## config.mk

```make
export PLATFORM = sky130hd
export DESIGN_NAME = pl_col_scan_ctrl_flat
export DESIGN_NICKNAME = d
export VERILOG_FILES = /design/src/rtl/pl_col_scan_ctrl_pkg.sv /design/src/rtl/pl_col_scan_ctrl_if.sv /design/src/rtl/pl_col_scan_ctrl_cursor.sv /design/src/rtl/pl_col_scan_ctrl.sv /design/src/flat_wrapper.sv
export SDC_FILE = /design/constraint.sdc
export NUM_CORES = 1
export LEC_CHECK = 0
export BUFFER_PORTS_ARGS = -buffer_cell sky130_fd_sc_hd__buf_2
export CAP_MARGIN = 20
export CORE_MARGIN = 5
export CORE_UTILIZATION = 45
export DETAILED_ROUTE_END_ITERATION = 6
export HOLD_SLACK_MARGIN = 0.1
export PLACE_DENSITY_LB_ADDON = 0.1
export SYNTH_ARGS = -nofsm -noshare
export SYNTH_HDL_FRONTEND = slang
export SYNTH_HIERARCHICAL = 1
export SYNTH_SLANG_ARGS = --single-unit
export TNS_END_PERCENT = 10
```

## constraint.sdc

```tcl
create_clock -name CLK_i -period 3.8 [get_ports CLK_i]
set_input_delay 0.19 -clock CLK_i [delete_from_list [all_inputs] [get_ports CLK_i]]
set_output_delay 0.19 -clock CLK_i [all_outputs]
set_load 0.05 [all_outputs]
```

## src/rtl/pl_col_scan_ctrl_pkg.sv

```systemverilog
// pl_scan_pkg: shared widths, FSM states and scan configuration type for the column scan sequencer.
package pl_scan_pkg;

    localparam int COL_W  = 10;
    localparam int DATA_W = 36;
    localparam int ADDR_W = 10;

    // Column 0 is the broadcast/OR select; idling on it keeps the chain output at zero.
    localparam logic [COL_W-1:0] PL_COL_BCAST = 10'h000;

    typedef enum logic [2:0] {IDLE, ISSUE, WAIT, OUT, DONE} state_t;

    typedef struct packed {
        logic [COL_W-1:0]  start_col;
        logic [COL_W-1:0]  num_cols;
        logic [ADDR_W:0]   depth;
    } cfg_t;

endpackage

```

## src/rtl/pl_col_scan_ctrl_if.sv

```systemverilog
// pl_col_scan_ctrl_if: request, chain and consumer signals of the column scan sequencer.
interface pl_col_scan_ctrl_if;
    import pl_scan_pkg::*;

    logic              START_i;
    logic              ABORT_i;
    logic [COL_W-1:0]  START_COL_i;
    logic [COL_W-1:0]  NUM_COLS_i;
    logic [ADDR_W:0]   DEPTH_i;
    logic [DATA_W-1:0] CHAIN_DATA_i;
    logic              READY_i;
    logic [COL_W-1:0]  PL_COL_o;
    logic [ADDR_W-1:0] RD_ADDR_o;
    logic              RD_EN_o;
    logic [DATA_W-1:0] DATA_o;
    logic [COL_W-1:0]  COL_o;
    logic [ADDR_W-1:0] ADDR_o;
    logic              VALID_o;
    logic              BUSY_o;
    logic              DONE_o;
    logic              ERR_o;

    modport master (
        output START_i, ABORT_i, START_COL_i, NUM_COLS_i, DEPTH_i, CHAIN_DATA_i, READY_i,
        input  PL_COL_o, RD_ADDR_o, RD_EN_o, DATA_o, COL_o, ADDR_o, VALID_o, BUSY_o, DONE_o, ERR_o
    );

    modport slave (
        input  START_i, ABORT_i, START_COL_i, NUM_COLS_i, DEPTH_i, CHAIN_DATA_i, READY_i,
        output PL_COL_o, RD_ADDR_o, RD_EN_o, DATA_o, COL_o, ADDR_o, VALID_o, BUSY_o, DONE_o, ERR_o
    );

endinterface

```

## src/rtl/pl_col_scan_ctrl_cursor.sv

```systemverilog
// pl_scan_cursor: column/row cursor with row wrap, last-word flag and start-config legality check.
module pl_scan_cursor
    import pl_scan_pkg::*;
(
    input  logic              CLK_i,
    input  logic              RESETn_i,
    input  logic              load,
    input  logic              adv,
    input  cfg_t              cfg,
    output logic [COL_W-1:0]  col,
    output logic [ADDR_W-1:0] addr,
    output logic [COL_W-1:0]  nxt_col,
    output logic [ADDR_W-1:0] nxt_addr,
    output logic              last,
    output logic              legal
);

    cfg_t              cfg_q, cfg_d;
    logic [COL_W-1:0]  col_q, col_d, last_col;
    logic [ADDR_W-1:0] addr_q, addr_d;
    logic [COL_W:0]    end_col;
    logic              addr_wrap;

    always_comb begin
        // End column computed one bit wider so a range running past the top ID shows up as a carry.
        end_col   = {1'b0, cfg.start_col} + {1'b0, cfg.num_cols} - (COL_W+1)'(1);
        legal     = cfg.start_col != PL_COL_BCAST && cfg.num_cols != '0 && cfg.depth != '0 &&
                    !(cfg.depth[ADDR_W] && |cfg.depth[ADDR_W-1:0]) && !end_col[COL_W];
        last_col  = cfg_q.start_col + cfg_q.num_cols - COL_W'(1);
        addr_wrap = {1'b0, addr_q} == cfg_q.depth - (ADDR_W+1)'(1);
        nxt_addr  = addr_wrap ? '0 : addr_q + ADDR_W'(1);
        nxt_col   = addr_wrap ? col_q + COL_W'(1) : col_q;
        last      = addr_wrap && col_q == last_col;
        cfg_d     = load ? cfg : cfg_q;
        col_d     = load ? cfg.start_col : adv ? nxt_col : col_q;
        addr_d    = load ? '0 : adv ? nxt_addr : addr_q;
    end

    always_ff @(posedge CLK_i or negedge RESETn_i) begin
        if (!RESETn_i) begin
            cfg_q  <= '0;
            col_q  <= '0;
            addr_q <= '0;
        end else begin
            cfg_q  <= cfg_d;
            col_q  <= col_d;
            addr_q <= addr_d;
        end
    end

    assign col  = col_q;
    assign addr = addr_q;

endmodule

```

## src/rtl/pl_col_scan_ctrl.sv

```systemverilog
// pl_col_scan_ctrl: walks a column range, strobes each row, waits the chain latency and
// hands every captured word to the consumer over valid/ready. All outputs are registered.
module pl_col_scan_ctrl
    import pl_scan_pkg::*;
#(
    parameter int CHAIN_LAT = 2
)
(
    input  logic              CLK_i,
    input  logic              RESETn_i,
    pl_col_scan_ctrl_if.slave bus
);

    state_t            state_q, state_d;
    logic [3:0]        cnt_q, cnt_d;
    logic [COL_W-1:0]  pl_col_q, pl_col_d, col_tag_q, col_tag_d;
    logic [ADDR_W-1:0] rd_addr_q, rd_addr_d, addr_tag_q, addr_tag_d;
    logic [DATA_W-1:0] data_q, data_d;
    logic              rd_en_q, rd_en_d, valid_q, valid_d, busy_q, busy_d;
    logic              done_q, done_d, err_q, err_d;
    logic              load, adv, last, legal;
    logic [COL_W-1:0]  cur_col, nxt_col;
    logic [ADDR_W-1:0] cur_addr, nxt_addr;
    cfg_t              start_cfg;

    assign start_cfg = '{start_col: bus.START_COL_i, num_cols: bus.NUM_COLS_i, depth: bus.DEPTH_i};

    pl_scan_cursor u_cursor (
        .CLK_i    (CLK_i),
        .RESETn_i (RESETn_i),
        .load     (load),
        .adv      (adv),
        .cfg      (start_cfg),
        .col      (cur_col),
        .addr     (cur_addr),
        .nxt_col  (nxt_col),
        .nxt_addr (nxt_addr),
        .last     (last),
        .legal    (legal)
    );

    // Outputs are decoded from the next state so each one is valid for exactly the cycle the FSM sits there.
    always_comb begin
        state_d    = state_q;
        cnt_d      = cnt_q;
        pl_col_d   = pl_col_q;
        rd_addr_d  = rd_addr_q;
        rd_en_d    = 1'b0;
        data_d     = data_q;
        col_tag_d  = col_tag_q;
        addr_tag_d = addr_tag_q;
        valid_d    = valid_q;
        busy_d     = busy_q;
        done_d     = 1'b0;
        err_d      = 1'b0;
        load       = 1'b0;
        adv        = 1'b0;
        case (state_q)
            IDLE: begin
                if (bus.START_i && legal) begin
                    load      = 1'b1;
                    state_d   = ISSUE;
                    pl_col_d  = bus.START_COL_i;
                    rd_addr_d = '0;
                    rd_en_d   = 1'b1;
                    busy_d    = 1'b1;
                end else begin
                    err_d = bus.START_i;
                end
            end
            ISSUE: begin
                state_d = WAIT;
                cnt_d   = 4'(CHAIN_LAT - 1);
            end
            WAIT: begin
                if (cnt_q == '0) begin
                    state_d    = OUT;
                    data_d     = bus.CHAIN_DATA_i;
                    col_tag_d  = cur_col;
                    addr_tag_d = cur_addr;
                    valid_d    = 1'b1;
                end else begin
                    cnt_d = cnt_q - 4'd1;
                end
            end
            OUT: begin
                if (bus.READY_i) begin
                    adv       = 1'b1;
                    valid_d   = 1'b0;
                    state_d   = last ? DONE : ISSUE;
                    done_d    = last;
                    rd_en_d   = !last;
                    pl_col_d  = last ? PL_COL_BCAST : nxt_col;
                    rd_addr_d = last ? rd_addr_q : nxt_addr;
                end
            end
            DONE: begin
                state_d = IDLE;
                busy_d  = 1'b0;
            end
            default: state_d = IDLE;
        endcase
        // Abort overrides acceptance and a same-cycle start; any pending word is dropped.
        if (bus.ABORT_i) begin
            state_d  = IDLE;
            pl_col_d = PL_COL_BCAST;
            rd_en_d  = 1'b0;
            valid_d  = 1'b0;
            busy_d   = 1'b0;
            done_d   = 1'b0;
            err_d    = 1'b0;
            load     = 1'b0;
            adv      = 1'b0;
        end
    end

    always_ff @(posedge CLK_i or negedge RESETn_i) begin
        if (!RESETn_i) begin
            state_q    <= IDLE;
            cnt_q      <= '0;
            pl_col_q   <= PL_COL_BCAST;
            rd_addr_q  <= '0;
            rd_en_q    <= 1'b0;
            data_q     <= '0;
            col_tag_q  <= '0;
            addr_tag_q <= '0;
            valid_q    <= 1'b0;
            busy_q     <= 1'b0;
            done_q     <= 1'b0;
            err_q      <= 1'b0;
        end else begin
            state_q    <= state_d;
            cnt_q      <= cnt_d;
            pl_col_q   <= pl_col_d;
            rd_addr_q  <= rd_addr_d;
            rd_en_q    <= rd_en_d;
            data_q     <= data_d;
            col_tag_q  <= col_tag_d;
            addr_tag_q <= addr_tag_d;
            valid_q    <= valid_d;
            busy_q     <= busy_d;
            done_q     <= done_d;
            err_q      <= err_d;
        end
    end

    assign bus.PL_COL_o  = pl_col_q;
    assign bus.RD_ADDR_o = rd_addr_q;
    assign bus.RD_EN_o   = rd_en_q;
    assign bus.DATA_o    = data_q;
    assign bus.COL_o     = col_tag_q;
    assign bus.ADDR_o    = addr_tag_q;
    assign bus.VALID_o   = valid_q;
    assign bus.BUSY_o    = busy_q;
    assign bus.DONE_o    = done_q;
    assign bus.ERR_o     = err_q;

endmodule

```

## src/flat_wrapper.sv

```systemverilog
// flat-port wrapper written by rule: the top's interface ports become plain ports
module pl_col_scan_ctrl_flat import pl_scan_pkg::*;
#(
    parameter int CHAIN_LAT = 2
)
  (CLK_i, RESETn_i, bus_START_i, bus_ABORT_i, bus_START_COL_i, bus_NUM_COLS_i, bus_DEPTH_i, bus_CHAIN_DATA_i, bus_READY_i, bus_PL_COL_o, bus_RD_ADDR_o, bus_RD_EN_o, bus_DATA_o, bus_COL_o, bus_ADDR_o, bus_VALID_o, bus_BUSY_o, bus_DONE_o, bus_ERR_o);
  pl_col_scan_ctrl_if bus_i ();
  input  logic CLK_i;
  input  logic RESETn_i;
  input wire logic [$bits(bus_i.START_i)-1:0] bus_START_i;
  input wire logic [$bits(bus_i.ABORT_i)-1:0] bus_ABORT_i;
  input wire logic [$bits(bus_i.START_COL_i)-1:0] bus_START_COL_i;
  input wire logic [$bits(bus_i.NUM_COLS_i)-1:0] bus_NUM_COLS_i;
  input wire logic [$bits(bus_i.DEPTH_i)-1:0] bus_DEPTH_i;
  input wire logic [$bits(bus_i.CHAIN_DATA_i)-1:0] bus_CHAIN_DATA_i;
  input wire logic [$bits(bus_i.READY_i)-1:0] bus_READY_i;
  output wire logic [$bits(bus_i.PL_COL_o)-1:0] bus_PL_COL_o;
  output wire logic [$bits(bus_i.RD_ADDR_o)-1:0] bus_RD_ADDR_o;
  output wire logic [$bits(bus_i.RD_EN_o)-1:0] bus_RD_EN_o;
  output wire logic [$bits(bus_i.DATA_o)-1:0] bus_DATA_o;
  output wire logic [$bits(bus_i.COL_o)-1:0] bus_COL_o;
  output wire logic [$bits(bus_i.ADDR_o)-1:0] bus_ADDR_o;
  output wire logic [$bits(bus_i.VALID_o)-1:0] bus_VALID_o;
  output wire logic [$bits(bus_i.BUSY_o)-1:0] bus_BUSY_o;
  output wire logic [$bits(bus_i.DONE_o)-1:0] bus_DONE_o;
  output wire logic [$bits(bus_i.ERR_o)-1:0] bus_ERR_o;
  assign bus_i.START_i = bus_START_i;
  assign bus_i.ABORT_i = bus_ABORT_i;
  assign bus_i.START_COL_i = bus_START_COL_i;
  assign bus_i.NUM_COLS_i = bus_NUM_COLS_i;
  assign bus_i.DEPTH_i = bus_DEPTH_i;
  assign bus_i.CHAIN_DATA_i = bus_CHAIN_DATA_i;
  assign bus_i.READY_i = bus_READY_i;
  assign bus_PL_COL_o = bus_i.PL_COL_o;
  assign bus_RD_ADDR_o = bus_i.RD_ADDR_o;
  assign bus_RD_EN_o = bus_i.RD_EN_o;
  assign bus_DATA_o = bus_i.DATA_o;
  assign bus_COL_o = bus_i.COL_o;
  assign bus_ADDR_o = bus_i.ADDR_o;
  assign bus_VALID_o = bus_i.VALID_o;
  assign bus_BUSY_o = bus_i.BUSY_o;
  assign bus_DONE_o = bus_i.DONE_o;
  assign bus_ERR_o = bus_i.ERR_o;
  pl_col_scan_ctrl #(.CHAIN_LAT(CHAIN_LAT)) u_core (.CLK_i(CLK_i), .RESETn_i(RESETn_i), .bus(bus_i));
endmodule
```

=== After elaboration in Yosys (flattened, before gate mapping) ===
Index checks and enable logic that the tools add are counted.

* Flip-flop bits (word level): 139
* Latch bits: 0
* Bits in writable memories: 0
* ROM bits: 0
* Input port bits: 72
* Output and inout port bits: 81
* Logic and storage cells: 112
* Memories: 0

* Add/sub/neg operators: 8
* Multiply operators: 0
* Div/mod/pow operators: 0
* Order comparisons: 0
* Equal/unequal tests: 13
* Shift-type cells: 0
* Mux-type cells: 45
* Bitwise gates (word level): 0
* Reductions and logical operators: 29

{| class="wikitable"
|+ Operators by type and width
! operator !! number
|-
| $mux W10 || 13
|-
| $pmux W10 S2 || 2
|-
| $sub A11 B1 Y11 const B || 2
|-
| $add A10 B1 Y10 const B || 2
|-
| $reduce_bool A10 Y1 || 2
|-
| $mux W1 || 19
|-
| $mux W3 || 5
|-
| $pmux W3 S4 || 1
|-
| $add A10 B10 Y11 || 1
|-
| $eq A10 B11 Y1 || 1
|-
| $reduce_bool A11 Y1 || 1
|-
| $add A10 B10 Y10 || 1
|-
| $eq A10 B10 Y1 || 1
|-
| $reduce_or A10 Y1 || 1
|-
| $sub A10 B1 Y10 const B || 1
|-
| $reduce_and A3 Y1 || 3
|-
| $reduce_bool A3 Y1 || 3
|-
| $pmux W4 S2 || 1
|-
| $logic_and A1 B1 Y1 || 7
|-
| $eq A3 B2 Y1 const B || 2
|-
| $ne A2 B2 Y1 const B || 3
|-
| $ne A3 B2 Y1 const B || 2
|-
| $pmux W1 S2 || 3
|-
| $reduce_and A2 Y1 || 3
|-
| other kinds (11) || 15
|}

=== Longest topological paths before layout ===
Gate-level depths: netlist of the first run.

* Depth in word-level cells: 10
* Gate-level depth with buffers: 17
* Mapped depth without buffers: 16

=== Cells and area by module ===
The synthesis of the first run kept the hierarchy.

{| class="wikitable"
|+ Modules (own cells, without submodules)
! module !! instances !! cells an instance !! area each (um2) !! seq. area each (um2)
|-
| pl_scan_cursor || 1 || 488 || 4107.7 || 1276.2
|-
| pl_col_scan_ctrl || 1 || 242 || 3632.2 || 2202.1
|}

=== Least setup slack after synthesis of the first run ===
OpenSTA, ideal clock, no wires.

* Path kind: reg2reg
* From: reg u_core/u_cursor/cfg_q[12] (netlist name)
* To: reg u_core.pl_col_q[0], in the netlist u_core/bus.PL_COL_o[0]
* Setup time: 125 ps
* Data arrival time: 3832 ps
* Data required time: 3675 ps
* Slack: -156 ps
* Cell stages (with the launch flop): 16
* Path buffers: 0
* Period minus slack after synthesis: 3956 ps
* Cells stage by stage: dfrtp_1 > inv_1 > ha_1 > inv_1 > ha_1 > fa_1 > a21oi_1 > o21bai_1 > a21o_1 > a2111oi_0 > nor3_1 > xnor2_1 > a2111oi_0 > nor2_1 > a22o_1 > mux2_2

* Longest elaborated chain between the ends: 8

{| class="wikitable"
|+ Ends and longest elaborated chain
! element !! RTL line !! RTL
|-
| from (decl) || pl_col_scan_ctrl_cursor.sv:18 || <nowiki>cfg_t cfg_q, cfg_d;</nowiki>
|-
| from (signal assigned) || pl_col_scan_ctrl_cursor.sv:45 || <nowiki>cfg_q <= cfg_d;</nowiki>
|-
| $add A10 B10 Y10 || pl_col_scan_ctrl_cursor.sv:29 || <nowiki>last_col = cfg_q.start_col + cfg_q.num_cols - COL_W'(1);</nowiki>
|-
| $sub A10 B1 Y10 || pl_col_scan_ctrl_cursor.sv:29 ||
|-
| $eq A10 B10 Y1 || pl_col_scan_ctrl_cursor.sv:33 || <nowiki>last = addr_wrap && col_q == last_col;</nowiki>
|-
| $logic_and A1 B1 Y1 || pl_col_scan_ctrl_cursor.sv:33 ||
|-
| named net u_core.last || pl_col_scan_ctrl.sv:21 || <nowiki>logic load, adv, last, legal;</nowiki>
|-
| $mux W10 || pl_col_scan_ctrl.sv:93 || <nowiki>pl_col_d = last ? PL_COL_BCAST : nxt_col;</nowiki>
|-
| $mux W10 || pl_col_scan_ctrl.sv:87 || <nowiki>if (bus.READY_i) begin</nowiki>
|-
| $pmux W10 S2 || pl_col_scan_ctrl.sv:58 || <nowiki>case (state_q)</nowiki>
|-
| $mux W10 || pl_col_scan_ctrl.sv:104 || <nowiki>if (bus.ABORT_i) begin</nowiki>
|-
| to (signal assigned) || pl_col_scan_ctrl.sv:134 || <nowiki>pl_col_q <= pl_col_d;</nowiki>
|-
| to (decl) || pl_col_scan_ctrl.sv:16 || <nowiki>logic [COL_W-1:0] pl_col_q, pl_col_d, col_tag_q, col_tag_d;</nowiki>
|}

The timed path passes the listed nets, and every way through them passes these cells. The select of a mux whose other input is x is not followed.
A chain may end at the register's enable or synchronous reset.

=== Worst setup path after layout of the first run ===
* From: reg u_core/u_cursor/cfg_q[12] (netlist name)
* To: reg u_core.pl_col_q[3], in the netlist u_core/bus.PL_COL_o[3]

Same word-level chain as after synthesis.

==> reports/results.ini, run 1 <==
[drt]
totalWireLength_um=20100
via_per_inst=5.251
drc=0
wl_per_cell_um=17.02
ant_nets=0
drt_iter0_markers=332
drtPass1Iterations=5
via_count=6201

[timing]
rsz0062_at_grt=false
finalHoldViolCount=0
setup_violations=0
relSlewSlack=0.3786
hold_slack_ns=0.1187
finClkSkew_ns=0.01019
layout_min_cycle_time_ns=3.664
worst_pin_slew_ns=0.9321
maxSlewViolCount=0
fmax_ghz=0.2729
post-route-period-util=0.9643

[grt]
antenna_found_initial=0
overflow=0
grt_pass1_wl_um=32410
use_met1=0.2734
met3_usage=0.04342
grt_max_degree=99
grt_util_met2=0.3338
grt_use_total=0.2042
grt_pass1_vias=6240
top_usage_layer=met2

[synth]
synth.distinct_cells=62
avgSynthCellArea_sq_um=10.60
synth_flop_cell=dfrtp_1
netlist_area_sq_um=7740
yosys_warnings=6
syn_inst=730
synth_fp_nets=841
ys_async_sr_fraction=1.000
synth_seq_cells=139
ys_seq_area_frac=0.4494
synth_edf_count=0

[final_layout]
final_common_cell=buf_2
nets=1056
layout-drive-gt1-share=0.3096
final_cell_mix=buf_2 (151), dfrtp_1 (139), inv_1 (80)
antenna_cells=0
area_growth_syn_to_layout_pct=30.07
postLayoutCoreUtil=0.5902

[worst_setup_path]
critical_path_class=reg -> reg
cp_data_arrival_time_ns=3.97
worstSetupEndpointType=flip-flop
crit_fanout=10
startpoint_type=flip-flop
required_ns=4.10

[power_and_ir_drop]
ir_drop_mv=0.4663
switching_share=0.4331
pwr-share-seq=0.288
pwr-share-clk=0.209
power.density_nw_per_um2=855.1
p_switching_uw=3728
leakagePower_uw=0.004908
p_comb_frac=0.503
internal_power_uw=4881

[floorplanning]
fp.dieW_um=141.2
rows=48
ios=153
die_area_sq_um=19920
initial_core_util=0.4538
core_sq_um=17060
die-height_um=141.2

[cts]
path_clk_slew_ns=0.06
clockBufferDepth=2
htreeDepth=4
clkLatencyLatePin_ns=0.43
cts_inserted_buffers=17
cts_tree=built
clockRootBuffer=clkbuf_16
cts_sinks=139

[min_path]
hp-class=in -> reg

[placement]
dp.final_hpwl_um=14480
gp_congestion=0.9197
io_buffers=152

[run_status]
status=finished, final reports clean

[flow_run]
cap_violations=0

==> layer usage <==
metal  up-vias  wire length [um]
met5         -                 0
met4         0               258
met3        21              1161
met2       196              9560
met1      2989              9115
li1       2995                 -
==> worst max-delay path, stage by stage (launching register included) <==
cell and delay, ns:
dfrtp_1 0.33, inv_1 0.06, ha_1 0.27, inv_1 0.04, ha_1 0.22, fa_2 0.37, a21oi_2 0.14, o21bai_1 0.09
buf_4 0.14, xnor2_1 0.11, a2111oi_0 0.42, nand4_1 0.17, a2111oi_2 0.33, buf_4 0.18, buf_4 0.12, nor2_2 0.09
a22o_1 0.21, mux2_2 0.26
==> cell usage after synthesis (10+ instances only) <==
master	n	area (sq um)
nand2_1	42	157.7
a22o_1	20	175.2
nor2_1	37	138.9
mux2_4	29	435.4
nand3_1	18	90.09
nand4_1	11	68.82
clkbuf_1	22	82.58
and3_1	14	87.58
nor4_1	20	125.1
o21ai_0	43	215.2
a21oi_1	12	60.06
xnor2_1	42	367.9
nor3_1	10	50.05
ha_1	38	475.5
mux2_2	48	540.5
inv_1	80	300.3
dfrtp_1	139	3478
==> layout make-up <==
| type | count | area [sq um] |
|---|---|---|
| fill | 1442 | 6989 |
| multi-input combinational | 477 | 3835 |
| sequential | 139 | 3478 |
| timing repair buffer | 230 | 1535 |
| clock buffer | 19 | 442.9 |
| inverter | 80 | 300.3 |
| tap | 225 | 281.5 |
| clock inverter | 11 | 193.9 |
==> stage by stage <==
| step | total power [uW] | area [sq um] | std cells | setup TNS, ns | setup slack, ns |
|---|---|---|---|---|---|
| global route | 9120 | 10070 | 1181 | 0 | 0.02532 |
| global placement | 6493 | 8763 | 1088 | -2.161 | -0.1646 |
| floorplan | 5617 | 7741 | 730 | 0 | 0.03388 |
| CTS | 8544 | 10040 | 1181 | 0 | 0.006517 |
| detailed placement | 6600 | 8763 | 1088 | -2.958 | -0.2167 |
| finish | 8609 | 10070 | 1181 | 0 | 0.1358 |
==> registers in the layout, summed over array words and instances (netlist names) <==
name                   cells
u_core/bus.DATA_o         36
u_core/u_cursor/cfg_q     31
u_core/bus.ADDR_o         10
u_core/bus.COL_o          10
u_core/bus.PL_COL_o       10
u_core/bus.RD_ADDR_o      10
u_core/u_cursor/addr      10
u_core/u_cursor/col       10
u_core/cnt_q               4
u_core/state_q             3
u_core/bus.BUSY_o          1
u_core/bus.DONE_o          1
u_core/bus.ERR_o           1
u_core/bus.RD_EN_o         1
u_core/bus.VALID_o         1
==> power by group through the flow <==
stage                     Clock (uW)  Sequential, uW  Combinational (uW)
after floorplan                    0            3370                2250
after global placement             0            2470                4020
after detailed placement           0            2510                4090
after CTS                       1840            2490                4220
after global routing            1910            2570                4650
final                           1800            2480                4330
==> logic make-up after synthesis <==
| family | Yosys count | synth area share |
|---|---|---|
| muxes | 77 | 0.1261 |
| xor gates and xnor gates | 52 | 0.06256 |
| AOI/OAI and AO/OA | 116 | 0.1027 |
| and+or+nand+nor | 193 | 0.1343 |
| adders and majority gates | 39 | 0.06402 |
| DFF | 139 | 0.4494 |
| buffers and inverters | 114 | 0.06094 |
==> repair_timing <==
action	4_1_cts	5_1_grt
hold endpoints to repair	163	0
gates resized for setup	4	4
pin swaps	0	1
buffers inserted	0	0
hold buffers	63	0
setup endpoints to repair	20	20
==> path summary, 6_finish.rpt <==
path | startpoint | to | slack, ns | cells after the start
setup / recovery | u_core/u_cursor/cfg_q[12] | u_core/bus.PL_COL_o[3] | 0.14 | 17
hold / removal | bus_START_COL_i[0] | u_core/u_cursor/col[0] | 0.12 | 3
setup reg to reg | u_core/u_cursor/cfg_q[12] | u_core/bus.PL_COL_o[3] | 0.14 | 17
hold reg to reg | u_core/bus.RD_ADDR_o[0] | u_core/bus.RD_ADDR_o[0] | 0.50 | 1
max in group asynchronous | RESETn_i | u_core/u_cursor/col[6] | 2.48 | 3
min in group asynchronous | RESETn_i | u_core/bus.DATA_o[16] | 0.44 | 2
No activity file was read; power rests on OpenSTA's default activity.
==> run 2, diff against run 1 <==
--- a/config.mk
+++ b/config.mk
@@ -5,6 +5,7 @@
 export SDC_FILE = /design/constraint.sdc
 export NUM_CORES = 1
 export LEC_CHECK = 0
+export ABC_AREA = 1
 export BUFFER_PORTS_ARGS = -buffer_cell sky130_fd_sc_hd__buf_2
 export CAP_MARGIN = 20
 export CORE_MARGIN = 5
==> reports/results.ini, run 2 <==
[worst_setup_path]
crit_fanout=20
worstSetupEndpointType=flip-flop
startpoint_type=flip-flop
r2r-start=u_core/u_cursor/cfg_q[12]
worstRegToRegCells=21
required_ns=4.09
rr_endpoint=u_core/bus.RD_ADDR_o[9]
cp_data_arrival_time_ns=3.46
r2r_slack_ns=0.63
critical_path_class=reg -> reg

[synth]
synth_common_cells=nand2_1 (365), inv_1 (147), dfrtp_1 (139)
synth_fp_nets=1183
syn_inst=1072
yosys_warnings=6
avgSynthCellArea_sq_um=7.524
synth.most_common_cell=nand2_1
synth_flop_cell=dfrtp_1
netlist_area_sq_um=8065
ys_async_sr_fraction=1.000
synth_top_area_cell=dfrtp_1
synthTopCellsByArea=dfrtp_1 (43%), nand2_1 (17%), inv_1 (6.8%), nand3_1 (6.4%), ha_1 (5.9%)
synth_edf_count=0
synth_top_area_frac=0.4313
synth_seq_cells=139
ys_seq_area_frac=0.4313
synth.distinct_cells=39

[final_layout]
final_cell_area_sq_um=10280
layout-drive-gt1-share=0.1772
nets=1390
antenna_cells=0
largest_register_ff_count=36
final_common_cell=nand2_1
final_cell_mix=nand2_1 (363), buf_2 (151), inv_1 (147)
postLayoutCoreUtil=0.5784
area_growth_syn_to_layout_pct=27.51

[drt]
drt_iter0_markers=331
wl_per_cell_um=14.01
totalWireLength_um=21300
drc=0
ant_nets=0
via_count=7332
drtPass1Iterations=5
via_per_inst=4.821

[cts]
postCtsSetupBuffers=0
clockRootBuffer=clkbuf_16
cts_tree=built
htreeDepth=4
cts_inserted_buffers=17
cts_sinks=139
clockBufferDepth=2
clkLatencyLatePin_ns=0.43
path_clk_slew_ns=0.07

[grt]
met3_usage=0.03960
top_usage_layer=met2
grt_use_total=0.2113
grt_pass1_vias=7043
overflow=0
grt_pass1_wl_um=35260
use_met1=0.2973
antenna_found_initial=0
grt_util_met2=0.3417
grt_max_degree=93

[timing]
maxSlewViolCount=0
tns_ns=0
post-route-period-util=0.8343
rsz0062_at_grt=false
finClkSkew_ns=0.009356
relSlewSlack=0.4538
setup_violations=0
layout_min_cycle_time_ns=3.170
worst_pin_slew_ns=0.8192
fmax_ghz=0.3154
finalHoldViolCount=0

[floorplanning]
rows=49
die_area_sq_um=20700
core_sq_um=17780
initial_core_util=0.4536
fp.dieW_um=143.9
die-height_um=143.9
ios=153

[power_and_ir_drop]
internal_power_uw=4717
pwr-share-seq=0.273
power.density_nw_per_um2=956.1
p_switching_uw=5115
ir_drop_mv=0.5471
leakagePower_uw=0.005661
p_comb_frac=0.556
switching_share=0.5203
pwr-share-clk=0.171

[min_path]
hp-start=bus_START_COL_i[7]
hold_end=u_core/bus.PL_COL_o[7]
hold_depth=5
hp-class=in -> reg

[placement]
io_buffers=152
dpl_cell_area_sq_um=9034
gp_congestion=0.8411
dp.final_hpwl_um=15450

[run_status]
status=finished, final reports clean

[flow_run]
cap_violations=0

run 2: cell count changes after synthesis, sizes merged, moves of 9 or more:
cell	before	now
nor2	37	58
nor4	21	7
inv	80	148
mux2	77	1
nand3	18	108
a22o	20	0
nand2	42	375
and3	14	1
nand4	11	22
xnor2	44	9
xor2	7	24
a21boi	1	10
buf	12	24
a21oi	12	25
run 2: final cells by class:
cell class | instances | area, sq um
inverters | 150 | 563.0
repair buffers | 226 | 1505
clock inverters | 15 | 171.4
flip-flops and latches | 139 | 3478
fillers | 1687 | 7496
clock buffers | 17 | 425.4
well taps | 229 | 286.5
multi-input cells | 745 | 3854
run 2: worst max path at each step:
stage,from,endpoint,slack [ns],cells past startpoint
detailed placement,u_core/u_cursor/cfg_q[12],u_core/bus.RD_ADDR_o[9],0.50,21
floorplan,u_core/u_cursor/cfg_q[12],u_core/bus.RD_ADDR_o[0],1.07,20
global route,u_core/u_cursor/cfg_q[12],u_core/bus.RD_ADDR_o[6],0.22,19
CTS,u_core/u_cursor/cfg_q[12],u_core/bus.RD_ADDR_o[9],0.48,21
finish,u_core/u_cursor/cfg_q[12],u_core/bus.RD_ADDR_o[9],0.63,21
global placement,u_core/u_cursor/cfg_q[12],u_core/bus.RD_ADDR_o[1],0.59,21
run 2: cells by family after synthesis:
kind of cell | synth area share
adders and majority gates | 0.06143
buffers and inverters | 0.09246
muxes | 0.001396
and+or+nand+nor | 0.3177
AOI/OAI and AO/OA | 0.05988
DFF | 0.4313
xor gates and xnor gates | 0.03584
run 2: power groups by stage:
stage	clock [uW]	sequential, uW	combinational, uW
floorplan	0	4000	2880
global placement	0	2690	5380
detailed placement	0	2710	5420
CTS	1720	2680	5490
global route	1790	2780	6160
finish	1680	2690	5470
run 2: critical path, stage by stage, from the launching register on:
cell and delay, ns:
dfrtp_1 0.33, inv_1 0.05, ha_1 0.27, inv_1 0.04, ha_1 0.23, fa_1 0.44, nand2_1 0.11, nand2_1 0.06
nand2_1 0.05, nand2_1 0.05, nor2_1 0.10, nand2_1 0.06, nor2_1 0.08, nand2_1 0.05, nor2_1 0.10, nand4_1 0.08
nor2_1 0.23, inv_1 0.13, nand3_1 0.13, nand2_2 0.22, nor2_1 0.17, a21oi_1 0.06
run 2: per-stage QoR:
| stage | hold WS [ns] | total power, uW | instances | worst slack (ns) |
|---|---|---|---|---|
| after floorplan | -0.1056 | 6875 | 1072 | 1.072 |
| after global placement | 0.3359 | 8069 | 1425 | 0.5941 |
| after global routing | 0.1178 | 10730 | 1521 | 0.2164 |
| after detailed placement | 0.3324 | 8126 | 1425 | 0.4985 |
| after CTS | 0.1035 | 9888 | 1520 | 0.4797 |
| final | 0.1193 | 9832 | 1521 | 0.6297 |
run 2: routing by layer:
metal,routed length (um),vias to the layer above
met5,0,-
met4,193,0
met3,1230,18
met2,9793,167
met1,10090,3343
li1,-,3804
run 2: repair_timing:
action,in CTS,in global routing
hold endpoints to repair,152,0
gates resized for setup,0,1
hold buffers,63,0
setup endpoints to repair,0,4
